### config.mk
export PLATFORM = sky130hd
export DESIGN_NAME = reorder_buffer
export DESIGN_NICKNAME = d
export VERILOG_FILES = /design/src/rtl/reorder_buffer.sv
export SDC_FILE = /design/constraint.sdc
export NUM_CORES = 1
export LEC_CHECK = 0
export ABC_CLOCK_PERIOD_IN_PS = 9600
export BUFFER_PORTS_ARGS = -buffer_cell sky130_fd_sc_hd__buf_2
export CORE_ASPECT_RATIO = 1.5
export CORE_MARGIN = 2
export CORE_UTILIZATION = 35
export DETAILED_ROUTE_END_ITERATION = 12
export GPL_TIMING_DRIVEN = 0
export PLACE_DENSITY = 0.61
export SLEW_MARGIN = 20
export SYNTH_ARGS = -nofsm -noshare
export SYNTH_HDL_FRONTEND = slang
export SYNTH_SLANG_ARGS = --single-unit
### constraint.sdc
create_clock -name clk -period 9.6 [get_ports clk]
set_input_delay 0.48 -clock clk [delete_from_list [all_inputs] [get_ports clk]]
set_output_delay 0.48 -clock clk [all_outputs]
set_load 0.02 [all_outputs]
### src/rtl/reorder_buffer.sv
// In-order completion tracker: allocates entries in program order, collects completions and retires one op per cycle.
// A retiring failed terminator squashes every in-flight entry and emits a one-cycle flush pulse carrying its redirect address.
module reorder_buffer #(
  parameter int ROB_AW    = 5,
  parameter int PR_ADDR_W = 5
) (
  input  logic                   clk,
  input  logic                   rst,
  input  logic                   alloc_valid,
  output logic                   alloc_ready,
  input  logic [7:0]             alloc_arch_dest,
  input  logic [2*PR_ADDR_W-1:0] alloc_phys_dest,
  output logic [ROB_AW-1:0]      alloc_entry,
  input  logic                   complete_arith_valid,
  input  logic [ROB_AW-1:0]      complete_arith_entry,
  input  logic                   complete_mem_valid,
  input  logic [ROB_AW-1:0]      complete_mem_entry,
  input  logic                   complete_term_valid,
  input  logic [ROB_AW-1:0]      complete_term_entry,
  output logic                   complete_term_ready,
  input  logic                   complete_term_failed,
  input  logic [15:0]            term_address,
  output logic                   retire_valid,
  output logic [7:0]             retire_arch_dest,
  output logic [2*PR_ADDR_W-1:0] retire_phys_dest,
  output logic [ROB_AW-1:0]      retire_entry,
  output logic                   flush,
  output logic [15:0]            flush_addr,
  output logic [ROB_AW:0]        count
);
  localparam int DEPTH = 1 << ROB_AW;

  typedef enum logic {RUN, FLUSH} state_t;

  state_t                 state;
  logic [DEPTH-1:0]       valid, done, failed;
  logic [DEPTH-1:0]       valid_nxt, done_nxt, failed_nxt;
  logic [7:0]             arch_mem [DEPTH];
  logic [2*PR_ADDR_W-1:0] phys_mem [DEPTH];
  logic [15:0]            addr_mem [DEPTH];
  logic [ROB_AW-1:0]      head, tail;
  logic [ROB_AW:0]        cnt;
  logic                   run, full, alloc_fire, term_fire, retire_fire, flush_now;

  assign run                 = (state == RUN);
  assign full                = (cnt == (ROB_AW+1)'(DEPTH));
  assign alloc_ready         = !full && run;
  assign alloc_entry         = tail;
  assign count               = cnt;
  assign complete_term_ready = run;
  assign alloc_fire          = alloc_valid && alloc_ready;
  assign term_fire           = complete_term_valid && run && valid[complete_term_entry];
  assign retire_fire         = run && valid[head] && done[head];
  assign flush_now           = retire_fire && failed[head];

  // The allocated index is never valid (not full), so a same-cycle completion to it is dropped by the valid gate.
  always_comb begin
    valid_nxt  = valid;
    done_nxt   = done;
    failed_nxt = failed;
    if (run) begin
      if (complete_arith_valid && valid[complete_arith_entry]) done_nxt[complete_arith_entry] = 1'b1;
      if (complete_mem_valid && valid[complete_mem_entry])     done_nxt[complete_mem_entry]   = 1'b1;
      if (term_fire) begin
        done_nxt[complete_term_entry]   = 1'b1;
        failed_nxt[complete_term_entry] = complete_term_failed;
      end
      if (retire_fire) valid_nxt[head] = 1'b0;
      if (alloc_fire) begin
        valid_nxt[tail]  = 1'b1;
        done_nxt[tail]   = 1'b0;
        failed_nxt[tail] = 1'b0;
      end
    end
  end

  always_ff @(posedge clk) begin
    if (rst) begin
      state            <= RUN;
      head             <= '0;
      tail             <= '0;
      cnt              <= '0;
      valid            <= '0;
      done             <= '0;
      failed           <= '0;
      retire_valid     <= 1'b0;
      retire_arch_dest <= '0;
      retire_phys_dest <= '0;
      retire_entry     <= '0;
      flush            <= 1'b0;
      flush_addr       <= '0;
    end else begin
      retire_valid <= retire_fire;
      flush        <= flush_now;
      if (retire_fire) begin
        retire_arch_dest <= arch_mem[head];
        retire_phys_dest <= phys_mem[head];
        retire_entry     <= head;
      end
      if (flush_now) begin
        flush_addr <= addr_mem[head];
        state      <= FLUSH;
        valid      <= '0;
        done       <= done_nxt;
        failed     <= failed_nxt;
        head       <= '0;
        tail       <= '0;
        cnt        <= '0;
      end else begin
        state  <= RUN;
        valid  <= valid_nxt;
        done   <= done_nxt;
        failed <= failed_nxt;
        if (alloc_fire)  tail <= tail + 1'b1;
        if (retire_fire) head <= head + 1'b1;
        cnt <= cnt + (ROB_AW+1)'(alloc_fire) - (ROB_AW+1)'(retire_fire);
      end
    end
  end

  // Payload storage needs no reset: an entry is only read after allocation has written it.
  always_ff @(posedge clk) begin
    if (alloc_fire) begin
      arch_mem[tail] <= alloc_arch_dest;
      phys_mem[tail] <= alloc_phys_dest;
    end
    if (term_fire) addr_mem[complete_term_entry] <= term_address;
  end
endmodule

==> After elaboration in Yosys (flattened, before gate mapping) <==
Memories as Yosys holds them, arrays and structs flattened. A register that Yosys moved wholly into a read port is not among the register bits.
Index checks and enable logic that the tools add are counted.
{ "totals": {"out_inout_bits": 54, "ramBits": 1088, "inputBits": 56, "n_memories": 3, "reg_bits": 120} }
{ "mem_list": {"columns": ["name", "depth", "width", "read_ports", "rd_ports_with_merged_regs", "wr", "line_no", "source"], "rows": [
  ["addr_mem", 32, 16, 1, 1, 1, "40", "logic [15:0] addr_mem [DEPTH];"],
  ["phys_mem", 32, 10, 1, 1, 1, "39", "logic [2*PR_ADDR_W-1:0] phys_mem [DEPTH];"],
  ["arch_mem", 32, 8, 1, 1, 1, "38", "logic [7:0] arch_mem [DEPTH];"]
]} }
{ "op_classes": {"muxes": 41, "bitwise_logic": 10, "add_sub_neg": 4, "n_reduce_logical": 16, "n_eq_ne": 1, "n_lt_le_gt_ge": 10} }
{ "ops": {"columns": ["operator", "count"], "rows": [
  ["32-bit 2-to-1 mux", 13],
  ["32-bit bitwise OR", 4],
  ["32-bit AND", 3],
  ["32-bit inverter", 2],
  ["32-bit bitwise mux", 1],
  ["1-bit binary-select mux with 5-bit select", 6],
  ["5-bit by 6-bit less-than comparator with 1-bit output, second input constant", 5],
  ["1-bit demux with 5-bit select", 5],
  ["5-bit by 1-bit >= comparator with 1-bit output, second input constant", 5],
  ["1-bit 2-to-1 mux", 16],
  ["1-bit logical AND", 14],
  ["5-bit by 1-bit adder with 5-bit output, second input constant", 2],
  ["6-bit by 1-bit adder with 6-bit output", 1],
  ["6-bit == test, second input constant", 1],
  ["6-bit by 1-bit subtractor with 6-bit output", 1],
  ["2-bit OR reduction", 1],
  ["1-bit logical NOT", 1],
  ["1-bit inverter", 1]
]} }

==> Logic depth before layout (Yosys ltp) <==
Gate-level depths: netlist (run 1).
{ "logic_depth": {"ltp_word": 15, "mapped_depth": 19, "ltp_nobuf": 15} }

==> Worst setup path after synthesis (run 1) <==
Ideal clock, no wire load.
{ "synth_timing": {"path_kind": "input -> register", "startpoint": "input complete_term_entry[1]", "endpoint": "register failed[28]", "setup_time_ns": 0.179, "t_arrival_ns": 3.373, "setup_slack_ns": 6.048, "cell_stages": 11, "required_time_ns": 9.421, "path_buffers": 4, "cell_sequence": "buf_2 -> buf_4 -> buf_4 -> mux2i_1 -> o22ai_1 -> nor4_1 -> or3_1 -> clkbuf_1 -> nor3_1 -> nand3b_1 -> a21oi_1"} }
{ "synth_between": {"elab_chain_cells": 9, "word_cells_on_any_way": 13} }
{ "synth_lines": {"columns": ["element", "line_no", "source"], "rows": [
  ["start, declared", "19", "input logic [ROB_AW-1:0] complete_term_entry,"],
  ["5-bit by 6-bit less-than comparator with 1-bit output (implied by the code) or 5-bit by 1-bit >= comparator with 1-bit output (tied branches)", "66", "failed_nxt[complete_term_entry] = complete_term_failed;"],
  ["1-bit logical AND (implied by the code)", "66", null],
  ["1-bit 2-to-1 mux (implied by the code)", "66", null],
  ["1-bit demux with 5-bit select", "66", null],
  ["32-bit bitwise mux", "66", null],
  ["32-bit 2-to-1 mux *", "64", "if (term_fire) begin"],
  ["32-bit 2-to-1 mux *", "61", "if (run) begin"],
  ["32-bit AND (no line)", null, null],
  ["32-bit 2-to-1 mux *", "69", "if (alloc_fire) begin"],
  ["end signal, assigned", "105", "failed <= failed_nxt;"],
  ["end signal, assigned", "113", "failed <= failed_nxt;"],
  ["end, declared", "36", "logic [DEPTH-1:0] valid, done, failed;"]
]} }
Mark *: on every way between the ends. The rest lies on a longest branch, timed or not. The select of a mux whose other input is x is not followed.
A chain may end at the register's enable or synchronous reset.

==> Final worst setup path (run 1) <==
{ "layout_timing": {"startpoint": "register head[3]", "endpoint": "register cnt[4], in the netlist count[4]"} }
{ "layout_between": {"elab_chain_cells": 6, "word_cells_on_any_way": 11} }
{ "layout_lines": {"columns": ["element", "line_no", "source"], "rows": [
  ["start, declared", "41", "logic [ROB_AW-1:0] head, tail;"],
  ["start signal, assigned", "115", "if (retire_fire) head <= head + 1'b1;"],
  ["1-bit binary-select mux with 5-bit select", "53", "assign retire_fire = run && valid[head] && done[head];"],
  ["1-bit 2-to-1 mux (implied by the code)", "53", null],
  ["1-bit logical AND", "53", null],
  ["1-bit logical AND *", "53", null],
  ["net retire_fire", "43", "logic run, full, alloc_fire, term_fire, retire_fire, flush_now;"],
  ["branches (longest 2 deep; another with 6-bit by 1-bit subtractor with 6-bit output)", null, null],
  ["end signal, assigned", "116", "cnt <= cnt + (ROB_AW+1)'(alloc_fire) - (ROB_AW+1)'(retire_fire);"],
  ["end, declared", "42", "logic [ROB_AW:0] cnt;"]
]} }
Mark *: on every way through the listed nets, which the timed path passes. The select of a mux whose other input is x is not followed.

==> summary.md, run 1 <==
| Metric | Value |
|---|---|
| Yosys synthesis warning count | `0` |
| Antenna violations before repair | `13` |
| Effective utilization at floorplan | `35.2%` |
| Delay of the slowest cell on the worst path | `0.86 ns` |
| Setup WS post-layout | `4.79 ns` |
| Relative slew slack | `14.8%` |
| Synth cell types | `56` |
| Core ar. | `0.140 mm2` |
| Ys async rst share | `0%` |
| RePlAce Congestion | `0.915` |
| Multi-input gate area in the final layout | `0.0129 mm2` |
| Synth Area in Compound Gates | `5.28%` |
| Worst EP arrival | `5.41 ns` |
| CTS tree | `built` |
| Total global routing track utilization | `22.0%` |
| Commonest non-fill, non-tap cells in the layout | `1,088 x edfxtp_1, 289 x mux4_2, 171 x buf_2` |
| Status | `finished, final reports clean` |
| Cts bufs inserted | `109` |
| VDD IR-drop max | `0.142 mV` |
| Post-CTS setup buffers | `0` |
| P_leak | `17.6 nW` |
| Main combinational cell family by area after synthesis | `multiplexers` |
| Switching Power | `0.00234 W` |
| RSZ-0062 raised after global routing | `false` |
| Register bit total from synthesis | `1,241` |
| Setup TNS Final | `0 ns` |
| Worst-Skew Late Latency | `0.76 ns` |
| Clock share of power | `42.7%` |
| # clock sinks | `1,241` |
| GR peak layer | `met2` |
| Mapped Cells | `2,643` |
| GR Overflow Total | `0` |
| Nets@finish | `3,010` |
| M1 GR Usage | `25.8%` |
| Drt first pass iters | `7` |
| Fin area | `0.0574 mm2` |
| Met2 Track Usage GR | `38.3%` |
| Actual slew at the worst max-slew pin | `1.28 ns` |
| Reg2reg path depth | `19` |
| Flop pwr share | `53.9%` |
| Max cap viols | `0` |
| DIE HEIGHT | `463 um` |
| Critical path type | `register to register` |
| Vias in the first global route | `28,756` |
| Sequential-to-total area share from yosys stat | `72.8%` |
| Via count | `28,684` |
| Final setup violation count | `0` |
| Row Count | `168` |
| Power Dens Cells | `192 mW/mm2` |
| Hold Path Sink | `done[17]` |
| Synth Area in XOR/XNOR | `0.125%` |
| Adder-cell share of the synthesized area | `0.448%` |
| Mapped cell area | `0.0491 mm2` |
| DR WL/cell | `32.4 um` |
| Largest net degree at the start of global routing | `33` |
| First-pass GRT wire length | `220,000 um` |
| Period utilization | `50.1%` |
| FILL cells | `12,497` |
| DR vias/cell | `5.84` |
| CP Launch Type | `register` |
| Hold WC Path Type | `input port to register` |
| Most common cell after layout, fill and taps aside | `edfxtp_1` |
| Area after DPL | `0.0536 mm2` |
| CP Capture Type | `register` |
| Clock Root Buffer | `clkbuf_16` |
| H-tree depth | `3` |
| Dpl hpwl | `108,000 um` |
| Routed WL | `159,000 um` |
| Clock transition at the registers of the reported paths | `0.07 ns` |
| Die span in x | `310 um` |
| Full die area | `0.143 mm2` |
| Crit path top cell by count | `nor2_1` |
| Area growth, synth to finish | `16.9%` |
| Clock tree buffer depth | `3` |
| Mapped Nets | `2,716` |
| Worst Skew | `0.0589 ns` |
| Seq. cell area | `0.0357 mm2` |
| Req. time, crit path | `10.19 ns` |
| Worst reg2reg path endpoint | `count[4]` |
| Iter 0 DRT Violations | `3,511` |
| Met3 Resource Use GR | `3.84%` |
| # IOs | `110` |
| Flop-to-flop setup slack | `4.79 ns` |
| Final slew viol count | `0` |
| Syn Area/Cell | `18.6 um2` |
| Remaining DRCs | `0` |
| CP max stage cell | `clkbuf_1` |
| Total chip power | `0.0110 W` |
| Share of cells above drive strength 1 | `27.2%` |
| Hold Fails Final Rpt | `0` |
| CTS resizes | `0` |
| Min-delay src | `complete_mem_entry[3]` |
| F_max | `0.208 GHz` |
| Post-synth EDFFs | `1,088` |
| Crit Path Max Fanout | `10` |
| Critical R2R Launch | `head[3]` |
| Sw Ratio | `21.3%` |
| Mux contribution to synthesized area | `14.7%` |
| Comb power frac | `3.5%` |
| IO buf count | `104` |
| Synth Area in Simple Gates | `5.03%` |
| Pint | `0.00866 W` |
| Top_reg_cell synth | `edfxtp_1` |
| Final min period | `4.81 ns` |
| Remaining antenna violation count | `0` |
| CP Cell Sequence | `buf_2 > nor3b_1 > clkbuf_1 > a22oi_1 > a22oi_1 > nor4_2 > nand2_1 > inv_2 > buf_4 > buf_2 > ha_1 > inv_1 > ha_1 > fa_1 > a21oi_1 > nor2_1 > nor2_1 > xor2_1 > nor2_1` |
| Hold Buf Count CTS | `0` |
| Worst Hold Depth | `4` |
| Place WS | `4.97 ns` |
how the worst max path moves through the flow:
stage / from / endpoint / slack (ns) / cells after the start
CTS: head[3] / count[4] / 4.91 / 19
global route: head[2] / count[4] / 4.64 / 19
global placement: complete_term_entry[3] / failed[12] / 3.27 / 10
floorplan: complete_term_entry[1] / failed[28] / 6.05 / 11
finish: head[3] / count[4] / 4.79 / 19
detailed placement: head[3] / count[4] / 4.97 / 19
critical path: cells and delay by family, from the launching register on:
family                     cells  cell delay [ns]
adders and majority gates      3             0.93
xor gates and xnor gates       1             0.15
DFF                            1             0.36
AOI/OAI and AO/OA              3             0.65
buffers and inverters          6             1.66
and+or+nand+nor                6             0.88
registers in the layout (all words and copies together), names as in the netlist, 5 cells and up:
name and flops:
addr_mem 512, phys_mem 320, arch_mem 256, done 32
failed 32, valid 32, flush_addr 16, retire_phys_dest 10
retire_arch_dest 8, count 6, alloc_entry 5, head 5
retire_entry 5
area by class of cell:
cell class | count | area share, %
diodes | 7 | 0.0305
plain buffers | 172 | 1.36
clock buffers | 159 | 5.48
clock inverters | 47 | 1.19
inverters | 16 | 0.105
multi-input cells | 1214 | 22.5
flip-flops and latches | 1241 | 62.2
well taps | 1870 | 4.07
repair buffers | 183 | 2.99
routing by layer:
metal / vias up / share of wire [%] / wire (um)
li1: 11589 / - / -
met1: 15206 / 36 / 57100
met2: 1466 / 51 / 80600
met3: 415 / 7.5 / 12000
met4: 8 / 5.9 / 9460
met5: - / 0.030 / 47
cell usage after synthesis (3+ instances only):
| cell type | n | share of area (%) |
|---|---|---|
| o21ai_1 | 4 | 0.041 |
| mux4_2 | 289 | 13 |
| nand4_1 | 29 | 0.37 |
| buf_4 | 10 | 0.15 |
| xor2_1 | 4 | 0.071 |
| and2_1 | 4 | 0.051 |
| a22o_1 | 36 | 0.64 |
| mux2i_1 | 58 | 1.2 |
| nor3b_1 | 12 | 0.18 |
| nor3_2 | 4 | 0.082 |
| edfxtp_1 | 1088 | 67 |
| buf_2 | 55 | 0.56 |
| inv_1 | 15 | 0.11 |
| a31oi_1 | 9 | 0.11 |
| a32o_1 | 3 | 0.061 |
| nor2b_1 | 17 | 0.22 |
| and3b_1 | 6 | 0.11 |
| clkbuf_1 | 72 | 0.55 |
| nand2_1 | 72 | 0.55 |
| and3_1 | 27 | 0.34 |
| xnor2_1 | 3 | 0.054 |
| nand2b_1 | 3 | 0.038 |
| dfxtp_1 | 153 | 6.2 |
| o21ai_0 | 5 | 0.051 |
| ha_1 | 16 | 0.41 |
| a211oi_1 | 25 | 0.38 |
| a221oi_1 | 58 | 1.0 |
| or3b_2 | 4 | 0.071 |
| mux2_2 | 10 | 0.23 |
| a21oi_1 | 94 | 0.96 |
| or3_1 | 4 | 0.051 |
| nor3_1 | 65 | 0.66 |
| buf_1 | 35 | 0.27 |
| a22oi_1 | 83 | 1.3 |
| or3b_1 | 4 | 0.071 |
| nor2_1 | 129 | 0.99 |
| a222oi_1 | 7 | 0.14 |
| nand3_1 | 38 | 0.39 |
| nor4_1 | 4 | 0.051 |
| a311oi_1 | 18 | 0.32 |
| nand3b_1 | 40 | 0.61 |
| o22ai_1 | 14 | 0.18 |
metrics by stage:
step / hold WS, ns / std cells / utilization (%)
floorplan: 0.462 / 2643 / -
global placement: 0.471 / 4617 / 37.2
detailed placement: 0.476 / 4696 / 38.4
CTS: 0.181 / 4902 / 41.1
global route: 0.245 / 4903 / 41.1
finish: 0.226 / 4909 / 41.1
kinds of logic (layout without fill, tap and decap cells):
logic type	count (synthesis)	after routing
flip-flops	1241	1241
AND/OR/NAND/NOR	471	471
AO/OA/AOI/OAI	361	361
multiplexers	358	358
buffers and inverters	188	577
adder cells (fa/ha/maj)	17	17
XOR/XNOR	7	7
other	0	7
power by group through the flow:
stage | sequential (W) | clock (W) | combinational [W]
after floorplan | 0.00605 | 0 | 0.000173
after global placement | 0.00605 | 0 | 0.000341
after detailed placement | 0.00605 | 0 | 0.000376
after CTS | 0.00593 | 0.00473 | 0.000377
after global routing | 0.00593 | 0.00493 | 0.000406
final | 0.00593 | 0.00470 | 0.000380
Note: power is estimated with default switching activity, not from simulation.
==> inputs of run 2 (changes only) <==
--- a/config.mk
+++ b/config.mk
@@ -5,7 +5,7 @@
 export SDC_FILE = /design/constraint.sdc
 export NUM_CORES = 1
 export LEC_CHECK = 0
-export ABC_CLOCK_PERIOD_IN_PS = 9600
+export ABC_CLOCK_PERIOD_IN_PS = 4600
 export BUFFER_PORTS_ARGS = -buffer_cell sky130_fd_sc_hd__buf_2
 export CORE_ASPECT_RATIO = 1.5
 export CORE_MARGIN = 2
==> constraint.sdc (replaced) <==
create_clock -name clk -period 4.6 [get_ports clk]
set_input_delay 0.23 -clock clk [delete_from_list [all_inputs] [get_ports clk]]
set_output_delay 0.23 -clock clk [all_outputs]
set_load 0.02 [all_outputs]
==> summary.md, run 2 (same netlist as run 1, synthesis figures left out) <==
| Metric | Value |
|---|---|
| Status | `finished, final reports clean` |
| Largest net degree at the start of global routing | `33` |
| Iter 0 DRT Violations | `3,543` |
| DIE HEIGHT | `463 um` |
| RePlAce Congestion | `0.915` |
| RSZ-0062 raised after global routing | `false` |
| Comb power frac | `3.6%` |
| Relative slew slack | `16.2%` |
| Critical path type | `register to register` |
| Power Dens Cells | `398 mW/mm2` |
| Actual slew at the worst max-slew pin | `1.26 ns` |
| Fin area | `0.0578 mm2` |
| # clock sinks | `1,241` |
| Crit Path Max Fanout | `10` |
| GR Overflow Total | `0` |
| Worst-Skew Late Latency | `0.76 ns` |
| Final min period | `4.45 ns` |
| Dpl hpwl | `108,000 um` |
| Final setup violation count | `0` |
| Nets@finish | `3,043` |
| Worst Hold Depth | `1` |
| DR WL/cell | `32.2 um` |
| Effective utilization at floorplan | `35.2%` |
| Remaining DRCs | `0` |
| Top Registers | `addr_mem: 512 flops, phys_mem: 320 flops, arch_mem: 256 flops` |
| CTS tree | `built` |
| Max cap viols | `0` |
| Commonest non-fill, non-tap cells in the layout | `1,088 x edfxtp_1, 289 x mux4_2, 170 x buf_2` |
| F_max | `0.224 GHz` |
| Final slew viol count | `0` |
| Antenna violations before repair | `12` |
| Hold WC Path Type | `input port to register` |
| First-pass GRT wire length | `220,000 um` |
| Core ar. | `0.140 mm2` |
| # IOs | `110` |
| Die span in x | `310 um` |
| Switching Power | `0.00489 W` |
| Hold Fails Final Rpt | `0` |
| H-tree depth | `3` |
| Full die area | `0.143 mm2` |
| Share of cells above drive strength 1 | `27.0%` |
| Clock Root Buffer | `clkbuf_16` |
| CP Launch Type | `register` |
| Reg with most FFs | `addr_mem` |
| Row Count | `168` |
| Drt first pass iters | `6` |
| Routed WL | `159,000 um` |
| Flop pwr share | `53.8%` |
| Worst EP arrival | `5.05 ns` |
| P_leak | `17.7 nW` |
| Clock transition at the registers of the reported paths | `0.07 ns` |
| Req. time, crit path | `5.20 ns` |
| VDD IR-drop max | `0.293 mV` |
| Period utilization | `96.8%` |
| Area after DPL | `0.0536 mm2` |
| CP Capture Type | `register` |
| Pint | `0.0181 W` |
| Via count | `28,774` |
| Total global routing track utilization | `22.0%` |
| Reg2reg path depth | `19` |
| IO buf count | `104` |
| Vias in the first global route | `28,957` |
| Worst Skew | `0.0548 ns` |
| Remaining antenna violation count | `0` |
| Most common cell after layout, fill and taps aside | `edfxtp_1` |
| Setup TNS Final | `0 ns` |
| Area growth, synth to finish | `17.6%` |
| Cts bufs inserted | `109` |
| Clock share of power | `42.6%` |
| DR vias/cell | `5.82` |
| Sw Ratio | `21.3%` |
| Clock tree buffer depth | `3` |
| Post-CTS setup buffers | `0` |
| FILL cells | `12,490` |
| Max FFs per register | `512` |
-- run 2: cell types whose count changed in the layout (fill, tap and decap cells not counted), sizes merged --
cell / delta
dlygate4sd3: +33
diode: -1
-- run 2: final timing paths --
path / slack, ns / startpoint / endpoint
max: 0.15 / head[1] / count[4]
min: 0.03 / term_address[6] / addr_mem[21][6]
max reg2reg: 0.15 / head[1] / count[4]
min reg2reg: 0.49 / failed[19] / failed[19]
-- run 2: per-stage QoR --
stage               power, W  instances  hold WS [ns]  worst slack, ns  utilization, %
finish                0.0230       4941        0.0324            0.145            41.4
global route          0.0235       4937        0.0386          0.00398            41.4
CTS                   0.0231       4935       0.00279            0.111            41.4
detailed placement    0.0134       4696         0.476          -0.0276            38.4
global placement      0.0133       4617         0.471            -1.71            37.2
floorplan             0.0130       2643         0.329             1.13               -
-- run 2: cell type report --
class | instances | area [um2] | share of cell area (%)
tap | 1870 | 2340 | 4.05
timing repair buffer | 216 | 2050 | 3.55
clock inverter | 47 | 682 | 1.18
buffer | 172 | 783 | 1.36
antenna | 6 | 15.0 | 0.0260
clock buffer | 159 | 3150 | 5.45
inverter | 16 | 60.1 | 0.104
sequential | 1241 | 35700 | 61.9
multi-input combinational | 1214 | 13000 | 22.4
-- run 2: layer usage --
layer	vias to the layer above	track usage, %	wire length, um
met5	-	0	56
met2	1547	38.4	80900
met1	15177	25.7	56400
li1	11636	-	-
met4	8	11.7	9330
met3	406	3.82	12600
-- run 2: worst max-delay path, cell delays in order (launching register included) --
cell and delay, ns:
dfxtp_1 0.48, buf_4 0.30, buf_4 0.27, mux2i_1 0.36, o22ai_1 0.12, nor3_1 0.30
o21ai_1 0.20, nand2_2 0.21, inv_2 0.06, buf_4 0.22, buf_2 0.23, ha_1 0.30
inv_1 0.04, ha_1 0.20, fa_1 0.43, a21oi_1 0.16, nor2_1 0.05, nor2_1 0.13
xor2_1 0.15, nor2_1 0.05
-- run 2: what timing repair did --
| action | in CTS | in global routing |
|---|---|---|
| gates cloned | 0 | 0 |
| resized for setup | 2 | 2 |
| hold buffers | 33 | 0 |
| endpoints found under the hold margin | 801 | 0 |
| setup endpoints to repair | 2 | 2 |
-- run 2: power by group through the flow --
stage / logic [W] / registers, W / clock network, W
2_1_floorplan: 0.000360 / 0.0126 / 0
3_3_place_gp: 0.000711 / 0.0126 / 0
3_5_place_dp: 0.000784 / 0.0126 / 0
4_1_cts: 0.000812 / 0.0124 / 0.00988
5_1_grt: 0.000875 / 0.0124 / 0.0103
6_report: 0.000817 / 0.0124 / 0.00980
